<file path="src/rtl/synth_pkg.sv">
// Shared encodings for the voice scheduler: slot states, FSM states and the
// MIDI rule that a zero-velocity note-on is really a note-off.
package synth_pkg;

  typedef enum logic [1:0] {
    V_FREE     = 2'd0,
    V_HELD     = 2'd1,
    V_RELEASED = 2'd2
  } voice_state_t;

  typedef enum logic [1:0] {
    S_IDLE  = 2'd0,
    S_SCAN  = 2'd1,
    S_ISSUE = 2'd2,
    S_FLUSH = 2'd3
  } fsm_state_t;

  localparam logic [6:0] VEL_OFF = 7'd0;

  function automatic logic is_note_off(input logic on, input logic [6:0] vel);
    return !on || (vel == VEL_OFF);
  endfunction

endpackage

</file>
<file path="src/rtl/voice_table.sv">
// Per-slot voice storage: state, channel, note and saturating age, with one
// combinational read port, one write port and a global age-increment strobe.
module voice_table
  import synth_pkg::*;
#(
  parameter int NUM_VOICES = 16,
  parameter int AGE_W      = 8,
  parameter int IDX_W      = 4,
  parameter int CNT_W      = 5
) (
  input  logic               clk32,
  input  logic               rst_n,
  input  logic [IDX_W-1:0]   rd_idx,
  output voice_state_t       rd_state,
  output logic [3:0]         rd_channel,
  output logic [6:0]         rd_note,
  output logic [AGE_W-1:0]   rd_age,
  input  logic               wr_en,
  input  logic [IDX_W-1:0]   wr_idx,
  input  voice_state_t       wr_state,
  input  logic               wr_new,
  input  logic [3:0]         wr_channel,
  input  logic [6:0]         wr_note,
  input  logic               age_inc,
  output logic [CNT_W-1:0]   active_cnt
);

  voice_state_t     st   [NUM_VOICES];
  logic [AGE_W-1:0] age  [NUM_VOICES];
  logic [3:0]       chan [NUM_VOICES];
  logic [6:0]       nt   [NUM_VOICES];

  function automatic logic [AGE_W-1:0] age_sat_inc(input logic [AGE_W-1:0] a);
    return (&a) ? a : a + AGE_W'(1);
  endfunction

  assign rd_state   = st[rd_idx];
  assign rd_channel = chan[rd_idx];
  assign rd_note    = nt[rd_idx];
  assign rd_age     = age[rd_idx];

  always_ff @(posedge clk32 or negedge rst_n) begin
    if (!rst_n) begin
      for (int i = 0; i < NUM_VOICES; i++) begin
        st[i]  <= V_FREE;
        age[i] <= '0;
      end
      active_cnt <= '0;
    end else begin
      for (int i = 0; i < NUM_VOICES; i++) begin
        if (wr_en && (wr_idx == IDX_W'(i))) begin
          st[i] <= wr_state;
          if (wr_new) age[i] <= '0;
        end else if (age_inc && (st[i] != V_FREE)) begin
          age[i] <= age_sat_inc(age[i]);
        end
      end
      // Held count tracks only transitions into and out of HELD.
      if (wr_en) begin
        if ((st[wr_idx] != V_HELD) && (wr_state == V_HELD))
          active_cnt <= active_cnt + CNT_W'(1);
        else if ((st[wr_idx] == V_HELD) && (wr_state != V_HELD))
          active_cnt <= active_cnt - CNT_W'(1);
      end
    end
  end

  always_ff @(posedge clk32) begin
    for (int i = 0; i < NUM_VOICES; i++) begin
      if (wr_en && wr_new && (wr_idx == IDX_W'(i))) begin
        chan[i] <= wr_channel;
        nt[i]   <= wr_note;
      end
    end
  end

endmodule

</file>
<file path="src/rtl/voice_alloc.sv">
// MIDI voice scheduler: maps note events to voice slots, steals the oldest
// voice when full, and issues one-cycle press/release pulses to the synth.
module voice_alloc
  import synth_pkg::*;
#(
  parameter int NUM_VOICES = 16,
  parameter int ADDR_W     = 8,
  parameter int AGE_W      = 8
) (
  input  logic                              clk32,
  input  logic                              rst_n,
  input  logic                              ev_valid,
  output logic                              ev_ready,
  input  logic                              ev_on,
  input  logic [6:0]                        ev_note,
  input  logic [6:0]                        ev_velocity,
  input  logic [3:0]                        ev_channel,
  input  logic                              panic,
  output logic                              note_pressed,
  output logic                              note_released,
  output logic [6:0]                        note,
  output logic [6:0]                        velocity,
  output logic [3:0]                        channel,
  output logic [ADDR_W-1:0]                 addr,
  output logic                              steal,
  output logic                              miss,
  output logic [$clog2(NUM_VOICES+1)-1:0]   active_cnt
);

  localparam int IDX_W = (NUM_VOICES > 1) ? $clog2(NUM_VOICES) : 1;
  localparam int CNT_W = $clog2(NUM_VOICES + 1);

  if (NUM_VOICES < 1 || NUM_VOICES > 128) begin : g_bad_voices
    $error("voice_alloc: NUM_VOICES must be in 1..128");
  end
  if (ADDR_W < IDX_W) begin : g_bad_addr
    $error("voice_alloc: ADDR_W too narrow for NUM_VOICES");
  end

  fsm_state_t       state_q, state_d;
  logic [IDX_W-1:0] idx_q, idx_d;
  logic             last, accept;

  logic             off_p0;
  logic [6:0]       note_p0, vel_p0;
  logic [3:0]       chan_p0;

  logic             match_vld_p1, free_vld_p1, rel_vld_p1, old_vld_p1;
  logic [IDX_W-1:0] match_idx_p1, free_idx_p1, rel_idx_p1, old_idx_p1;
  logic [AGE_W-1:0] rel_age_p1, old_age_p1;
  logic [IDX_W-1:0] target;

  voice_state_t     rd_state;
  logic [3:0]       rd_channel;
  logic [6:0]       rd_note;
  logic [AGE_W-1:0] rd_age;
  logic             wr_en, wr_new, age_inc;
  logic [IDX_W-1:0] wr_idx;
  voice_state_t     wr_state;

  logic              pressed_d, released_d, steal_d, miss_d;
  logic [6:0]        note_d, vel_d;
  logic [3:0]        chan_d;
  logic [ADDR_W-1:0] addr_d;

  voice_table #(
    .NUM_VOICES (NUM_VOICES),
    .AGE_W      (AGE_W),
    .IDX_W      (IDX_W),
    .CNT_W      (CNT_W)
  ) u_table (
    .clk32      (clk32),
    .rst_n      (rst_n),
    .rd_idx     (idx_q),
    .rd_state   (rd_state),
    .rd_channel (rd_channel),
    .rd_note    (rd_note),
    .rd_age     (rd_age),
    .wr_en      (wr_en),
    .wr_idx     (wr_idx),
    .wr_state   (wr_state),
    .wr_new     (wr_new),
    .wr_channel (chan_p0),
    .wr_note    (note_p0),
    .age_inc    (age_inc),
    .active_cnt (active_cnt)
  );

  assign ev_ready = (state_q == S_IDLE);
  assign last     = (idx_q == IDX_W'(NUM_VOICES - 1));
  // Preference order for a note-on: retrigger, free, oldest released, oldest held.
  assign target   = match_vld_p1 ? match_idx_p1 :
                    free_vld_p1  ? free_idx_p1  :
                    rel_vld_p1   ? rel_idx_p1   : old_idx_p1;

  always_comb begin
    state_d    = state_q;
    idx_d      = idx_q;
    accept     = 1'b0;
    wr_en      = 1'b0;
    wr_idx     = idx_q;
    wr_state   = V_FREE;
    wr_new     = 1'b0;
    age_inc    = 1'b0;
    pressed_d  = 1'b0;
    released_d = 1'b0;
    steal_d    = 1'b0;
    miss_d     = 1'b0;
    note_d     = note;
    vel_d      = velocity;
    chan_d     = channel;
    addr_d     = addr;
    case (state_q)
      S_IDLE: begin
        if (panic) begin
          state_d = S_FLUSH;
          idx_d   = '0;
        end else if (ev_valid) begin
          accept  = 1'b1;
          state_d = S_SCAN;
          idx_d   = '0;
        end
      end
      S_SCAN: begin
        if (last) state_d = S_ISSUE;
        else      idx_d   = idx_q + IDX_W'(1);
      end
      S_ISSUE: begin
        state_d = S_IDLE;
        if (!off_p0) begin
          wr_en     = 1'b1;
          wr_idx    = target;
          wr_state  = V_HELD;
          wr_new    = 1'b1;
          age_inc   = 1'b1;
          pressed_d = 1'b1;
          steal_d   = !match_vld_p1 && !free_vld_p1 && !rel_vld_p1 && old_vld_p1;
          note_d    = note_p0;
          vel_d     = vel_p0;
          chan_d    = chan_p0;
          addr_d    = ADDR_W'(target);
        end else if (match_vld_p1) begin
          wr_en      = 1'b1;
          wr_idx     = match_idx_p1;
          wr_state   = V_RELEASED;
          released_d = 1'b1;
          note_d     = note_p0;
          vel_d      = vel_p0;
          chan_d     = chan_p0;
          addr_d     = ADDR_W'(match_idx_p1);
        end else begin
          miss_d = 1'b1;
        end
      end
      S_FLUSH: begin
        if (last) state_d = S_IDLE;
        else      idx_d   = idx_q + IDX_W'(1);
        if (rd_state == V_HELD) begin
          wr_en      = 1'b1;
          wr_state   = V_RELEASED;
          released_d = 1'b1;
          note_d     = rd_note;
          vel_d      = '0;
          chan_d     = rd_channel;
          addr_d     = ADDR_W'(idx_q);
        end
      end
    endcase
  end

  // p0: event capture; p1: running scan winners, final after the last index
  always_ff @(posedge clk32) begin
    if (accept) begin
      off_p0       <= is_note_off(ev_on, ev_velocity);
      note_p0      <= ev_note;
      vel_p0       <= ev_velocity;
      chan_p0      <= ev_channel;
      match_vld_p1 <= 1'b0;
      free_vld_p1  <= 1'b0;
      rel_vld_p1   <= 1'b0;
      old_vld_p1   <= 1'b0;
    end else if (state_q == S_SCAN) begin
      if (!match_vld_p1 && (rd_state == V_HELD) &&
          (rd_channel == chan_p0) && (rd_note == note_p0)) begin
        match_vld_p1 <= 1'b1;
        match_idx_p1 <= idx_q;
      end
      if (!free_vld_p1 && (rd_state == V_FREE)) begin
        free_vld_p1 <= 1'b1;
        free_idx_p1 <= idx_q;
      end
      if ((rd_state == V_RELEASED) && (!rel_vld_p1 || (rd_age > rel_age_p1))) begin
        rel_vld_p1 <= 1'b1;
        rel_idx_p1 <= idx_q;
        rel_age_p1 <= rd_age;
      end
      if ((rd_state == V_HELD) && (!old_vld_p1 || (rd_age > old_age_p1))) begin
        old_vld_p1 <= 1'b1;
        old_idx_p1 <= idx_q;
        old_age_p1 <= rd_age;
      end
    end
  end

  // p2: registered synth control outputs
  always_ff @(posedge clk32 or negedge rst_n) begin
    if (!rst_n) begin
      state_q       <= S_IDLE;
      idx_q         <= '0;
      note_pressed  <= 1'b0;
      note_released <= 1'b0;
      steal         <= 1'b0;
      miss          <= 1'b0;
      note          <= '0;
      velocity      <= '0;
      channel       <= '0;
      addr          <= '0;
    end else begin
      state_q       <= state_d;
      idx_q         <= idx_d;
      note_pressed  <= pressed_d;
      note_released <= released_d;
      steal         <= steal_d;
      miss          <= miss_d;
      note          <= note_d;
      velocity      <= vel_d;
      channel       <= chan_d;
      addr          <= addr_d;
    end
  end

endmodule

</file>
<file path="config.mk">
export PLATFORM = sky130hd
export DESIGN_NAME = voice_alloc
export DESIGN_NICKNAME = d
export VERILOG_FILES = /design/src/rtl/synth_pkg.sv /design/src/rtl/voice_table.sv /design/src/rtl/voice_alloc.sv
export SDC_FILE = /design/constraint.sdc
export NUM_CORES = 1
export LEC_CHECK = 0
export BUFFER_PORTS_ARGS = -buffer_cell sky130_fd_sc_hd__buf_4
export CORE_MARGIN = 5
export CORE_UTILIZATION = 45
export DETAILED_ROUTE_END_ITERATION = 16
export PLACE_DENSITY_LB_ADDON = 0.1
export REMOVE_ABC_BUFFERS = 1
export SKIP_CTS_REPAIR_TIMING = 1
export SLEW_MARGIN = 20
export SYNTH_ARGS = -nofsm -noshare
export SYNTH_HDL_FRONTEND = slang
export SYNTH_SLANG_ARGS = --single-unit
</file>
<file path="constraint.sdc">
create_clock -name clk32 -period 10.45 [get_ports clk32]
set_input_delay 1.5675 -clock clk32 [delete_from_list [all_inputs] [get_ports clk32]]
set_output_delay 1.5675 -clock clk32 [all_outputs]
set_load 0.01 [all_outputs]
</file>
; ---- After elaboration in Yosys (flattened, before gate mapping)
; Memory sizes are Yosys's and may differ from the RTL's.
; Index checks and enable logic that the tools add are counted.
[totals]
output_inout_bits = 36
ff_bits = 256
in_bits = 23
ramBits = 176
mem_count = 2
[memory_table]
columns = name, words, width, rd, rd_clocked_by_memory_dff, wr, line_no
row1 = u_table.nt, 16, 7, 1, 0, 1, voice_table.sv:31  ; logic [6:0] nt [NUM_VOICES];
row2 = u_table.chan, 16, 4, 1, 0, 1, voice_table.sv:30  ; logic [3:0] chan [NUM_VOICES];
[op_classes]
order_cmp = 4
eq_ne = 65
add_sub_neg = 19
n_reduce_logical = 182
bitwise = 3
mux = 233
[ops]
columns = operator, n
row1 = $mux 8, 54
row2 = $mux 4, 57
row3 = $mux 7, 21
row4 = $add 8x1->8 const B, 16
row5 = $reduce_and 8->1, 16
row6 = $reduce_or 7->1, 15
row7 = $mux 1, 76
row8 = $reduce_bool 2->1, 35
row9 = $reduce_and 3->1, 23
row10 = $logic_and 1x1->1, 60
row11 = $reduce_or 4->1, 15
row12 = $ne 2x2->1 const B, 20
row13 = $eq 4x4->1 const B, 9
row14 = $ne 2x1->1 const B, 18
row15 = $bmux 8 s4, 1
row16 = $pmux 7 s2, 2
row17 = $mux 2, 11
row18 = $bmux 2 s4, 2
row19 = $eq 4x3->1 const B, 4
row20 = $gt 8x8->1, 2
row21 = $pmux 4 s2, 2
row22 = $pmux 8 s2, 1
row23 = $ge 5x5->1 const B, 2
row24 = $mux 5, 2
row25 = other kinds (23), 42

; ---- Depth between registers and ports, before layout
; Gate-level depths: netlist of run 1.
[depth]
depth_word = 27
depth_mapped = 20
ltp_nobuf = 15

; ---- Hierarchy
; A second synthesis of run 1 with hierarchy kept.
[hier_totals]
cells_unflattened = 1595
area_unflattened_um2 = 21122.8
[modules_own_cells]
columns = mod, cells_each, area_each_um2, n_inst, seq_area_each_um2
row1 = voice_table, 1293, 17160.2, 1, 9414.0
row2 = voice_alloc, 302, 3962.6, 1, 2412.3

; ---- Worst setup path before layout of run 1
; No wires, ideal clock.
[synth_path]
path_type = register to register
start = register idx_q[0]
end = register old_age_p1[0] (enable)
period_less_slack_ns = 4.909
stages_incl_launch_ff = 18
required_time_ns = 10.051
arrival_ns = 4.510
setup_slack_ns = 5.541
path_cell_list = dfrtp_1 buf_6 buf_12 buf_12 buf_8 buf_6 buf_6 buf_2 mux4_2 mux4_2 ha_1 nor2b_1 o21a_1 o21a_1 o21a_1 o21bai_1 a22o_1 a21boi_0
[synth_between]
elab_chain_len = 8
[synth_lines]
columns = item, line_no
row1 = "start, declared", voice_alloc.sv:41  ; logic [IDX_W-1:0] idx_q, idx_d;
row2 = "start signal, assigned", voice_alloc.sv:220  ; idx_q <= idx_d;
row3 = $not 4->5 (implied by the code), voice_table.sv:40  ; assign rd_age = age[rd_idx];
row4 = $bmux 8 s4, voice_table.sv:40
row5 = $mux 8 (implied by the code) (2 in series), voice_table.sv:40
row6 = via rd_age[1], voice_alloc.sv:56  ; logic [AGE_W-1:0] rd_age;
row7 = $gt 8x8->1, voice_alloc.sv:197  ; if ((rd_state == V_HELD) && (!old_vld_p1 || (rd_age > old_age_p1))) begin
row8 = $logic_or 1x1->1, voice_alloc.sv:197
row9 = $logic_and 1x1->1, voice_alloc.sv:197
row10 = $reduce_and 3->1 (no source line), --
row11 = "end signal, assigned", voice_alloc.sv:200  ; old_age_p1 <= rd_age;
row12 = "end, declared", voice_alloc.sv:50  ; logic [AGE_W-1:0] rel_age_p1, old_age_p1;
; The timed path passes the listed nets, and every way through them passes these cells. The select of a mux whose other input is x is not followed.
; A chain may end at the register's enable or synchronous reset.

; ---- Worst setup path after layout of run 1
[layout_path]
start = register idx_q[0]
end = register old_idx_p1[1] (enable)
[layout_between]
elab_chain_len = 8
[layout_lines]
columns = item, line_no
row1 = $not 4->5 (implied by the code), voice_table.sv:40
row2 = $bmux 8 s4, voice_table.sv:40
row3 = $mux 8 (implied by the code) (2 in series), voice_table.sv:40
row4 = via rd_age[1], voice_alloc.sv:56
row5 = $gt 8x8->1, voice_alloc.sv:197
row6 = $logic_or 1x1->1, voice_alloc.sv:197
row7 = $logic_and 1x1->1, voice_alloc.sv:197
row8 = $reduce_and 3->1 (no source line), --
row9 = "end signal, assigned", voice_alloc.sv:199  ; old_idx_p1 <= idx_q;
row10 = "end, declared", voice_alloc.sv:49  ; logic [IDX_W-1:0] match_idx_p1, free_idx_p1, rel_idx_p1, old_idx_p1;
; The timed path passes the listed nets, and every way through them passes these cells. The select of a mux whose other input is x is not followed.

==> results.tsv, run 1 <==
stage	metric	value	unit
status	outcome	completed	
flow_run	drv_cap	0	
die	dieArea	0.0505	mm2
cells_and_area	instances_no_fill	2287	
timing	fin_crit	4.85	ns
global_route	grt_use_met2	32.0	%
timing	layout_setup_ws	5.60	ns
timing	period_share	46.4	%
synth	yosysSeqAreaShare	57.0	%
synth	synth.area.top_cells	edfxtp_1 (33%), dfrtp_1 (24%), mux4_2 (7.1%)	
synth	synth_top_area_share	32.9	%
timing	setup_viol	0	
synth	synth_area_leader_cell	edfxtp_1	
clock_network	clockRootBuffer	clkbuf_16	
global_route	met3_usage	4.52	%
clock_network	path_clk_slew	0.06	ns
power	power_switching	1.99	mW
clock_network	cts_sinks	428	
die	die_h	225	um
cells_and_area	antenna_cells	0	
worst_setup_path	path_class	reg -> reg	
synth	synth_warnings	0	
global_route	top_usage_layer	met1	
power	netSwitchingFraction	34.8	%
timing	fmax	206	MHz
timing	hold_viol_final	0	
placed_design	dp_hpwl	38100	um
die	start_util	45.6	%
timing	drv_slew	0	
clock_network	h-tree-depth	2	
timing	rsz0062_at_grt	no	
power	pwr-share-comb	31.1	%
cells_and_area	layout-drive-gt1-share	19.0	%
cells_and_area	final_common_cell	edfxtp_1	
cells_and_area	nFillCells	3979	
worst_setup_path	worstPathRequired	10.74	ns
cells_and_area	multiInputGateArea	0.00839	mm2
routing	ant_nets	0	
global_route	met1_usage	33.6	%
global_route	grt_pass1_vias	12900	
worst_setup_path	start_kind	register	
synth	async_flop_share	46.0	%
routing	drc	0	
cells_and_area	final_cell_mix	edfxtp_1 (227), dfrtp_1 (194), nor2_1 (138), nand2_1 (127), buf_4 (85)	
min_path	hp-start	vel_p0[6]	
placed_design	dpl_cell_area	0.0218	mm2
worst_setup_path	crit_path_end_kind	register	
synth	synth_area	0.0207	mm2
worst_setup_path	worst-path-max-fanout	56	
synth	synthFlopType	edfxtp_1	
power	pwr-share-seq	39.2	%
clock_network	numCtsBuffers	47	
global_route	overflow	0	
power	intPower	3.72	mW
min_path	hp-class	reg -> reg	
power	p_per_area	244	mW/mm2
die	core_area	0.0455	mm2
cells_and_area	final-seq-area	0.0118	mm2
die	num_rows	78	
placed_design	gp_congestion	0.870	
worst_setup_path	crit_path_start	idx_q[0]	
synth	synth_seq_cells	428	
routing	first_pass_iters	5	
global_route	grt_use_total	21.7	%
global_route	grt_pass1_wl	83200	um
placed_design	portBuffers	54	
synth	postSynthCellCount	1574	
synth	avgSynthCellArea	13.2	um2
routing	drtIter0Drc	1214	
timing	skew	0.0241	ns
routing	avgViaCountPerCell	5.83	
clock_network	clkLatencyLatePin	0.59	ns
global_route	grt_max_degree	96	
placed_design	dpl_worst_slack	5.59	ns
worst_setup_path	critical_path_arrival	5.13	ns
routing	vias	13300	
cells_and_area	final_nets	1709	
timing	tns	0	ns
timing	tightest_slew	1.03	ns
clock_network	tritoncts	yes	
power	p_clk_share	29.6	%
power	power_leakage	9.55	nW
routing	drt_wl_total	55100	um
global_route	antenna_found_initial	2	
cells_and_area	finalInstanceArea	0.0234	mm2
synth	synth_edf_count	227	
routing	wire_per_inst	24.1	um
die	die_w	225	um
clock_network	clock_path_buffers	3	
synth	ys_types	97	
die	io_pins	59	
timing	maxSlewHeadroom	31.4	%
timing	hold_slack	0.476	ns
power	peakVddDrop	0.184	mV
cells_and_area	area_growth	12.7	%
placed_design	dpl.cell_count	2199	
worst_setup_path	reg2reg_from	idx_q[0]	
## power groups by stage
stage	registers [mW]	clock network, mW	logic (mW)
2_1_floorplan	2.31	0	1.14
3_3_place_gp	2.27	0	1.76
3_5_place_dp	2.27	0	1.78
4_1_cts	2.24	1.73	1.78
5_1_grt	2.27	1.80	1.92
6_report	2.24	1.69	1.78
## per-layer routing
| metal | part of all wire (%) | up-vias |
|---|---|---|
| met5 | 0.024 | - |
| met4 | 1.9 | 2 |
| met3 | 6.6 | 64 |
| met2 | 44 | 357 |
| met1 | 47 | 6804 |
| li1 | - | 6095 |
## cell families after synthesis
logic type	Yosys count	synth area share (%)
compound gates	250	8.94
xor+xnor	91	3.84
fa+ha+maj	38	2.33
buf+inv	110	2.76
flops	428	57.0
mux	162	12.6
other cells	1	0.0181
simple gates	494	12.5
## registers in the layout (all words and copies together) (netlist names), 5 cells and up
register and cells:
note 7, note_p0 7, old_age_p1 8, rel_age_p1 8
u_table.active_cnt 5, u_table.age 128, u_table.chan 64, u_table.nt 112
u_table.st 32, vel_p0 7, velocity 7
## path summary, 6_finish.rpt
kind	end	slack, ns	depth (start not counted)
worst max-delay path	old_idx_p1[1]	5.60	12
max in group asynchronous	u_table.st[17]	8.01	2
min in group asynchronous	note_pressed	1.07	1
worst min register to register	velocity[6]	0.48	1
worst max register to register	old_idx_p1[1]	5.60	12
worst min-delay path	velocity[6]	0.48	1
## cell usage after synthesis, types with 7 or more instances
cell type and count:
a21o_1 23, a21oi_1 37, a22o_1 16, a22oi_1 11, a311oi_1 7, a31oi_1 11
a31oi_2 10, a32o_1 16, and3_1 43, buf_2 27, buf_4 8, buf_6 7
clkbuf_1 15, dfrtp_1 197, edfxtp_1 227, ha_1 37, inv_1 44, mux2_1 8
mux2_2 26, mux2i_1 51, mux4_1 7, mux4_2 65, nand2_1 127, nand2b_1 12
nand3_1 36, nand3_2 10, nand4_1 34, nor2_1 138, nor2_2 7, nor2b_1 18
nor3_1 8, nor3b_1 8, o21a_1 8, o21ai_0 50, o21ai_1 7, o22ai_1 9
or3_1 10, xnor2_1 14, xor2_1 77
## through the flow
stage | util (%) | power, mW
6_report | 51.4 | 5.71
5_1_grt | 51.4 | 5.99
4_1_cts | 51.4 | 5.75
3_5_place_dp | 47.9 | 4.04
3_3_place_gp | 47.9 | 4.02
2_1_floorplan | - | 3.45
## critical path, cell delays in order (launching register included)
cell and delay (ns):
dfrtp_4 0.67, buf_4 0.82, mux4_2 0.62, mux4_2 0.55, ha_1 0.32, nor2b_1 0.15, o21a_1 0.14, o21a_1 0.11
o21a_1 0.11, o21bai_1 0.07, a22o_1 0.24, a21boi_1 0.42, buf_4 0.28
## area by class of cell
| type | count | share of cell area, % |
|---|---|---|
| tap | 600 | 3.21 |
| clock buffer | 65 | 5.75 |
| timing repair buffer | 86 | 2.79 |
| sequential | 428 | 50.6 |
| multi-input combinational | 1039 | 35.9 |
| clock inverter | 23 | 0.980 |
| inverter | 46 | 0.739 |
No activity file was read; power rests on OpenSTA's default activity.
==> run 2, diff against run 1 <==
--- a/config.mk
+++ b/config.mk
@@ -5,6 +5,7 @@
 export SDC_FILE = /design/constraint.sdc
 export NUM_CORES = 1
 export LEC_CHECK = 0
+export ABC_AREA = 1
 export BUFFER_PORTS_ARGS = -buffer_cell sky130_fd_sc_hd__buf_4
 export CORE_MARGIN = 5
 export CORE_UTILIZATION = 45
==> constraint.sdc (replaced) <==
create_clock -name clk32 -period 4.8 [get_ports clk32]
set_input_delay 0.72 -clock clk32 [delete_from_list [all_inputs] [get_ports clk32]]
set_output_delay 0.72 -clock clk32 [all_outputs]
set_load 0.01 [all_outputs]
==> run 2 against run 1 <==
Register-to-register slack got worse by 4.6 ns; first-iteration DRC count increased by 11%; worst hold slack got worse by 0.26 ns; clock skew decreased by 0.014 ns; critical endpoint is now old_age_p1[5].
==> results.tsv, run 2 <==
stage	metric	value	unit	change
cells_and_area	reg_top3	u_table.age (128), u_table.nt (112), u_table.chan (64)		
global_route	antenna_found_initial	0		-2
synth	synth.most_common_cell	nand2_1		
routing	ant_nets	0		unchanged
synth	synthFlopType	edfxtp_1		
placed_design	dpl_worst_slack	1.07	ns	-4.52 ns
die	num_rows	80		+2.6%
synth	synth_warnings	0		unchanged
die	core_area	0.0475	mm2	+4.5%
worst_setup_path	slowest_stage	or3b_2		
synth	postSynthCellCount	2437		+55%
status	outcome	completed		
cells_and_area	fin_util	50.6	%	-0.81 points
global_route	overflow	0		unchanged
synth	async_flop_share	46.0	%	unchanged
global_route	grt_use_met2	36.4	%	+4.4 points
global_route	met1_usage	30.7	%	-2.9 points
timing	hold_slack	0.221	ns	-0.256 ns
global_route	grt_use_total	22.3	%	+0.51 points
cells_and_area	instances_no_fill	3132		+37%
worst_setup_path	worst-path-max-fanout	146		+160%
cells_and_area	final_nets	2541		+49%
placed_design	portBuffers	54		unchanged
placed_design	dpl_cell_area	0.0225	mm2	+3.3%
timing	rsz0062_at_grt	no		
synth	synth_area_leader_cell	edfxtp_1		
synth	yosysSeqAreaShare	55.0	%	-2.0 points
routing	first_pass_iters	7		+2
timing	maxSlewHeadroom	34.0	%	+2.6 points
power	p_per_area	565	mW/mm2	+130%
synth	synthTopCellsByCount	nand2_1 (626), nand3_1 (318), inv_1 (242), edfxtp_1 (227), dfrtp_1 (197)		
worst_setup_path	path_buf_inv	2		unchanged
routing	avgViaCountPerCell	5.37		-7.9%
worst_setup_path	max_stage_delay	0.53	ns	-0.29 ns
synth	synth.area.top_cells	edfxtp_1 (32%), dfrtp_1 (23%), nand2_1 (11%)		
placed_design	dpl.cell_count	3045		+38%
power	power_leakage	10.9	nW	+14%
die	dieArea	0.0523	mm2	+3.5%
power	p_total	13.6	mW	+140%
worst_setup_path	cp_top_family	simple AND/OR/NAND/NOR gates		
cells_and_area	area_growth	11.8	%	
cells_and_area	nFillCells	4441		+12%
routing	drc	0		unchanged
clock_network	clock_path_buffers	3		unchanged
die	die_w	229	um	+1.8%
timing	tightest_slew	0.990	ns	-0.0358 ns
timing	fmax	264	MHz	+28%
placed_design	dp_hpwl	39500	um	+3.7%
routing	wire_per_inst	18.8	um	-22%
worst_setup_path	worstPathRequired	5.10	ns	-5.64 ns
synth	synth_area	0.0215	mm2	+3.7%
cells_and_area	layout-drive-gt1-share	8.50	%	-11 points
cells_and_area	largest_register_ffs	128		unchanged
die	die_h	229	um	+1.8%
timing	hold_viol_final	0		unchanged
global_route	grt_max_degree	147		+53%
synth	synth_seq_cells	428		unchanged
worst_setup_path	path_class	reg -> reg		
global_route	grt_pass1_vias	16300		+26%
die	start_util	45.3	%	-0.36 points
timing	drv_slew	0		unchanged
placed_design	gp_congestion	0.885		+1.7%
cells_and_area	finalInstanceArea	0.0241	mm2	+2.9%
clock_network	cts_sinks	428		unchanged
die	io_pins	59		unchanged
routing	drtIter0Drc	1352		+11%
routing	vias	16800		+26%
flow_run	drv_cap	0		unchanged
cells_and_area	antenna_cells	0		unchanged
synth	synth_top_area_share	31.7	%	-1.2 points
synth	avgSynthCellArea	8.83	um2	-33%
worst_setup_path	start_kind	register		
routing	drt_wl_total	58900	um	+6.8%
cells_and_area	final_cell_mix	nand2_1 (626), nand3_1 (318), inv_1 (242), edfxtp_1 (227), dfrtp_1 (195)		
power	peakVddDrop	0.435	mV	+140%
global_route	met3_usage	3.30	%	-1.2 points
synth	synth_edf_count	227		unchanged
timing	fin_crit	3.79	ns	-1.05 ns
worst_setup_path	critical_path_arrival	4.09	ns	-1.04 ns
cells_and_area	final_common_cell	nand2_1		
min_path	hp-class	in -> async		
clock_network	clockRootBuffer	clkbuf_16		
clock_network	clkLatencyLatePin	0.59	ns	about the same
cells_and_area	largest-register	u_table.age		
clock_network	numCtsBuffers	48		+2.1%
timing	period_share	79.0	%	+33 points
clock_network	h-tree-depth	2		unchanged
worst_setup_path	crit_path_end_kind	register		
global_route	grt_pass1_wl	93000	um	+12%
global_route	top_usage_layer	met2		
clock_network	path_clk_slew	0.06	ns	about the same
worst_setup_path	crit_chain	buf_12 -> a21oi_1 -> o21ai_0 -> o21ai_0 -> o211ai_1 -> or3b_2 -> ha_1 -> nand2_1 -> nor2_1 -> a21oi_1 -> o21a_1 -> nor2_1 -> buf_4		
timing	tns	0	ns	unchanged
timing	layout_setup_ws	1.01	ns	-4.60 ns
synth	ys_types	48		-51%
timing	setup_viol	0		unchanged
clock_network	tritoncts	yes		
timing	skew	0.00997	ns	-0.0142 ns
[run 2: changes by cell type after synthesis, sizes merged, moves of 19 or more]
cell / previous run / this run
nor2b: 19 / 0
o211ai: 5 / 29
nand2: 131 / 641
o21ai: 58 / 188
a21oi: 37 / 92
mux2: 37 / 0
nand4: 34 / 5
nor2: 147 / 204
and3: 43 / 0
mux2i: 53 / 0
mux4: 72 / 0
inv: 45 / 254
nand3: 46 / 325
a21o: 23 / 0
[run 2: layer usage]
metal	routed length [um]	part of all wire, %
met1	26300	45
met2	27600	47
met3	3040	5.2
met4	1880	3.2
met5	0	0
[run 2: final cells by class]
class,count,area (um2),area share [%]
repair buffers,75,619,2.57
clock inverters,16,165,0.687
inverters,256,965,4.01
multi-input cells,1671,8330,34.6
well taps,615,769,3.20
flip-flops and latches,428,11800,49.2
clock buffers,71,1370,5.69
[run 2: final timing paths]
| kind | slack (ns) | cells past startpoint | startpoint | end |
|---|---|---|---|---|
| hold reg to reg | 0.47 | 1 | vel_p0[6] | velocity[6] |
| setup reg to reg | 1.01 | 13 | idx_q[0] | old_age_p1[5] |
| hold / removal | 0.22 | 1 | rst_n | note_pressed |
| max in group asynchronous | 3.45 | 2 | rst_n | velocity[3] |
| setup / recovery | 1.01 | 13 | idx_q[0] | old_age_p1[5] |
| min in group clk32 | 0.31 | 1 | ev_note[5] | note_p0[5] |
[run 2: cells by family (layout without fill, tap and decap cells)]
family          after synthesis  after routing  share of synthesized area (%)
xor+xnor                     92             92                           3.74
other cells                   1              4                         0.0174
compound gates              342            342                           8.80
flops                       428            428                           55.0
fa+ha+maj                    38             38                           2.24
buf+inv                     341            418                           6.44
simple gates               1195           1195                           23.8
[run 2: where the power goes]
part           switching (mW)  internal (mW)
clock                    1.52           2.09
sequential              0.416           4.44
combinational            3.51           1.62
total                    5.44           8.15
[run 2: worst register-to-register path, cell delays in order, from the launching register on]
cell	delay, ns
dfrtp_4	0.44
buf_12	0.40
a21oi_1	0.35
o21ai_0	0.09
o21ai_0	0.13
o211ai_1	0.23
or3b_2	0.54
ha_1	0.30
nand2_1	0.04
nor2_1	0.12
a21oi_1	0.08
o21a_1	0.17
nor2_1	0.37
buf_4	0.26
==> run 3, diff against run 2 <==
==> constraint.sdc (replaced) <==
create_clock -name clk32 -period 3.7 [get_ports clk32]
set_input_delay 0.555 -clock clk32 [delete_from_list [all_inputs] [get_ports clk32]]
set_output_delay 0.555 -clock clk32 [all_outputs]
set_load 0.01 [all_outputs]
==> run 3 against run 2 <==
The flow now finishes with violations (hold timing); sequential power grew 31%; non-clock buffer count is 19 higher; global-route usage is 0.46 points lower; total power rose by 33%; final cell count is 0.70% higher; flip-flop and latch count unchanged; critical path depth stayed put; largest power group unchanged; highest routed layer unchanged.
==> results.tsv, run 3 (same netlist as run 2, synthesis figures left out) <==
stage	metric	value	unit	change
status	outcome	finished with violations		
status	violations	hold timing		
cells_and_area	instances_no_fill	3154		+0.70%
worst_setup_path	rr_worst_depth	13		unchanged
worst_setup_path	reg2reg_from	idx_q[0]		
worst_setup_path	crit_chain	inv_4 -> a21oi_1 -> o21ai_0 -> nand3_1 -> o211ai_1 -> or3b_2 -> ha_1 -> nand2_1 -> nor2_1 -> a21oi_1 -> o21a_1 -> nor3_2 -> buf_4		
timing	maxSlewHeadroom	32.8	%	-1.1 points
placed_design	portBuffers	54		unchanged
placed_design	dpl_cell_area	0.0227	mm2	+0.61%
timing	period_share	93.8	%	+15 points
worst_setup_path	critical_path_arrival	3.76	ns	-0.33 ns
clock_network	numCtsBuffers	49		+2.1%
cells_and_area	final_cell_mix	nand2_1 (626), nand3_1 (318), inv_1 (242), edfxtp_1 (227), dfrtp_1 (195)		
worst_setup_path	worstPathRequired	3.99	ns	-1.11 ns
die	core_area	0.0475	mm2	unchanged
worst_setup_path	worst-path-max-fanout	27		-82%
worst_setup_path	reg2reg_slack	0.23	ns	-0.78 ns
cells_and_area	final_nets	2561		+0.79%
routing	drt_wl_total	57700	um	-2.0%
cells_and_area	largest-register	u_table.age		
global_route	grt_use_total	21.8	%	-0.46 points
clock_network	cts_sinks	428		unchanged
placed_design	dpl_worst_slack	0.262	ns	-0.804 ns
placed_design	dp_hpwl	39600	um	+0.16%
routing	avgViaCountPerCell	5.30		-1.3%
worst_setup_path	r2r-end	rel_age_p1[1]		
routing	wire_per_inst	18.3	um	-2.7%
clock_network	h-tree-depth	2		unchanged
worst_setup_path	path_class	reg -> reg		
power	intPower	11.0	mW	+35%
routing	first_pass_iters	7		unchanged
power	p_per_area	741	mW/mm2	+31%
clock_network	tritoncts	yes		
timing	fmax	288	MHz	+9.3%
cells_and_area	multiInputGateArea	0.00833	mm2	about the same
clock_network	path_clk_slew	0.06	ns	about the same
timing	drv_slew	0		unchanged
timing	fin_crit	3.47	ns	-0.323 ns
power	pwr-share-seq	35.3	%	-0.4 points
die	num_rows	80		unchanged
power	pwr-share-comb	36.9	%	-0.8 points
routing	drtIter0Drc	1472		+8.9%
cells_and_area	largest_register_ffs	128		unchanged
global_route	antenna_found_initial	0		unchanged
die	start_util	45.3	%	unchanged
timing	tightest_slew	1.01	ns	+0.0172 ns
timing	hold_viol_final	10		+10
worst_setup_path	start_kind	register		
cells_and_area	layout-drive-gt1-share	9.61	%	+1.1 points
cells_and_area	nFillCells	4349		-2.1%
global_route	overflow	0		unchanged
global_route	grt_pass1_vias	16100		-0.70%
global_route	grt_pass1_wl	91300	um	-1.8%
power	power_switching	7.06	mW	+30%
die	die_w	229	um	unchanged
clock_network	clkLatencyLatePin	0.60	ns	about the same
worst_setup_path	max_stage_delay	0.60	ns	+0.07 ns
die	dieArea	0.0523	mm2	unchanged
routing	ant_nets	0		unchanged
clock_network	clockRootBuffer	clkbuf_16		
clock_network	clock_path_buffers	3		unchanged
cells_and_area	antenna_cells	0		unchanged
worst_setup_path	crit_path_end_kind	register		
placed_design	gp_congestion	0.907		+2.6%
power	netSwitchingFraction	39.1	%	-0.89 points
timing	layout_setup_ws	0.229	ns	-0.777 ns
cells_and_area	finalInstanceArea	0.0244	mm2	+1.2%
timing	hold_slack	-0.0435	ns	-0.264 ns
routing	drc	0		unchanged
flow_run	drv_cap	0		unchanged
die	die_h	229	um	unchanged
power	power_leakage	11.1	nW	+1.6%
timing	skew	0.0238	ns	+0.0139 ns
timing	rsz0062_at_grt	no		
die	io_pins	59		unchanged
power	p_clk_share	27.8	%	+1.3 points
worst_setup_path	crit_top_cell	a21oi_1		
timing	setup_viol	0		unchanged
global_route	grt_max_degree	90		-39%
cells_and_area	final_common_cell	nand2_1		
routing	vias	16700		-0.63%
worst_setup_path	slowest_stage	dfrtp_4		
cells_and_area	reg_top3	u_table.age (128), u_table.nt (112), u_table.chan (64)		
cells_and_area	final-seq-area	0.0118	mm2	unchanged
min_path	hp-class	in -> async		
placed_design	dpl.cell_count	3064		+0.62%
power	peakVddDrop	0.453	mV	+4.1%
cells_and_area	area_growth	13.2	%	
## run 3: cell count changes in the layout (fill, tap and decap cells not counted), moves of 2 or more
cell | before | now
clkbuf_16 | 49 | 51
clkbuf_1 | 16 | 6
clkbuf_8 | 7 | 15
buf_4 | 70 | 88
## run 3: layer usage
metal | up-vias | track usage, % | share of wire [%]
li1 | 8224 | - | -
met1 | 8005 | 29.9 | 45
met2 | 366 | 35.8 | 47
met3 | 111 | 3.11 | 4.7
met4 | 0 | 7.39 | 3.1
met5 | - | 0 | 0
## run 3: stage by stage
stage | power (mW) | TNS [ns] | utilization, %
after floorplan | 10.6 | -855.76 | -
final | 18.0 | 0 | 51.2
after CTS | 18.2 | 0 | 51.2
after detailed placement | 13.1 | 0 | 47.7
after global routing | 19.3 | 0 | 51.2
after global placement | 13.0 | 0 | 47.7
## run 3: power groups by stage
stage	sequential, mW	combinational, mW	clock, mW
after CTS	6.37	6.67	5.14
after global placement	6.45	6.56	0
final	6.38	6.65	5.02
after detailed placement	6.46	6.64	0
after floorplan	6.57	4.08	0
after global routing	6.46	7.49	5.34
## run 3: critical path, delay by kind of cell, from the launching register on
family | cells | cell delay (ns)
buffers and inverters | 2 | 0.48
and+or+nand+nor | 5 | 1.03
AOI/OAI and AO/OA | 5 | 0.73
DFF | 1 | 0.60
adders and majority gates | 1 | 0.30
## run 3: cell type report
type | count | share of cell area [%]
well taps | 615 | 3.16
clock inverters | 19 | 0.822
inverters | 256 | 3.96
multi-input cells | 1671 | 34.2
clock buffers | 71 | 6.12
repair buffers | 94 | 3.14
flip-flops and latches | 428 | 48.6
## run 3: worst max path at each step
stage,startpoint,endpoint,slack (ns),cells past startpoint
3_3_place_gp,idx_q[0],rel_age_p1[7],0.34,13
4_1_cts,idx_q[0],rel_age_p1[1],0.21,13
5_1_grt,off_p0,u_table.active_cnt[4],0.02,20
6_report,idx_q[0],rel_age_p1[1],0.23,13
3_5_place_dp,idx_q[0],rel_age_p1[6],0.26,13
2_1_floorplan,idx_q[0],rel_age_p1[0],-4.21,11
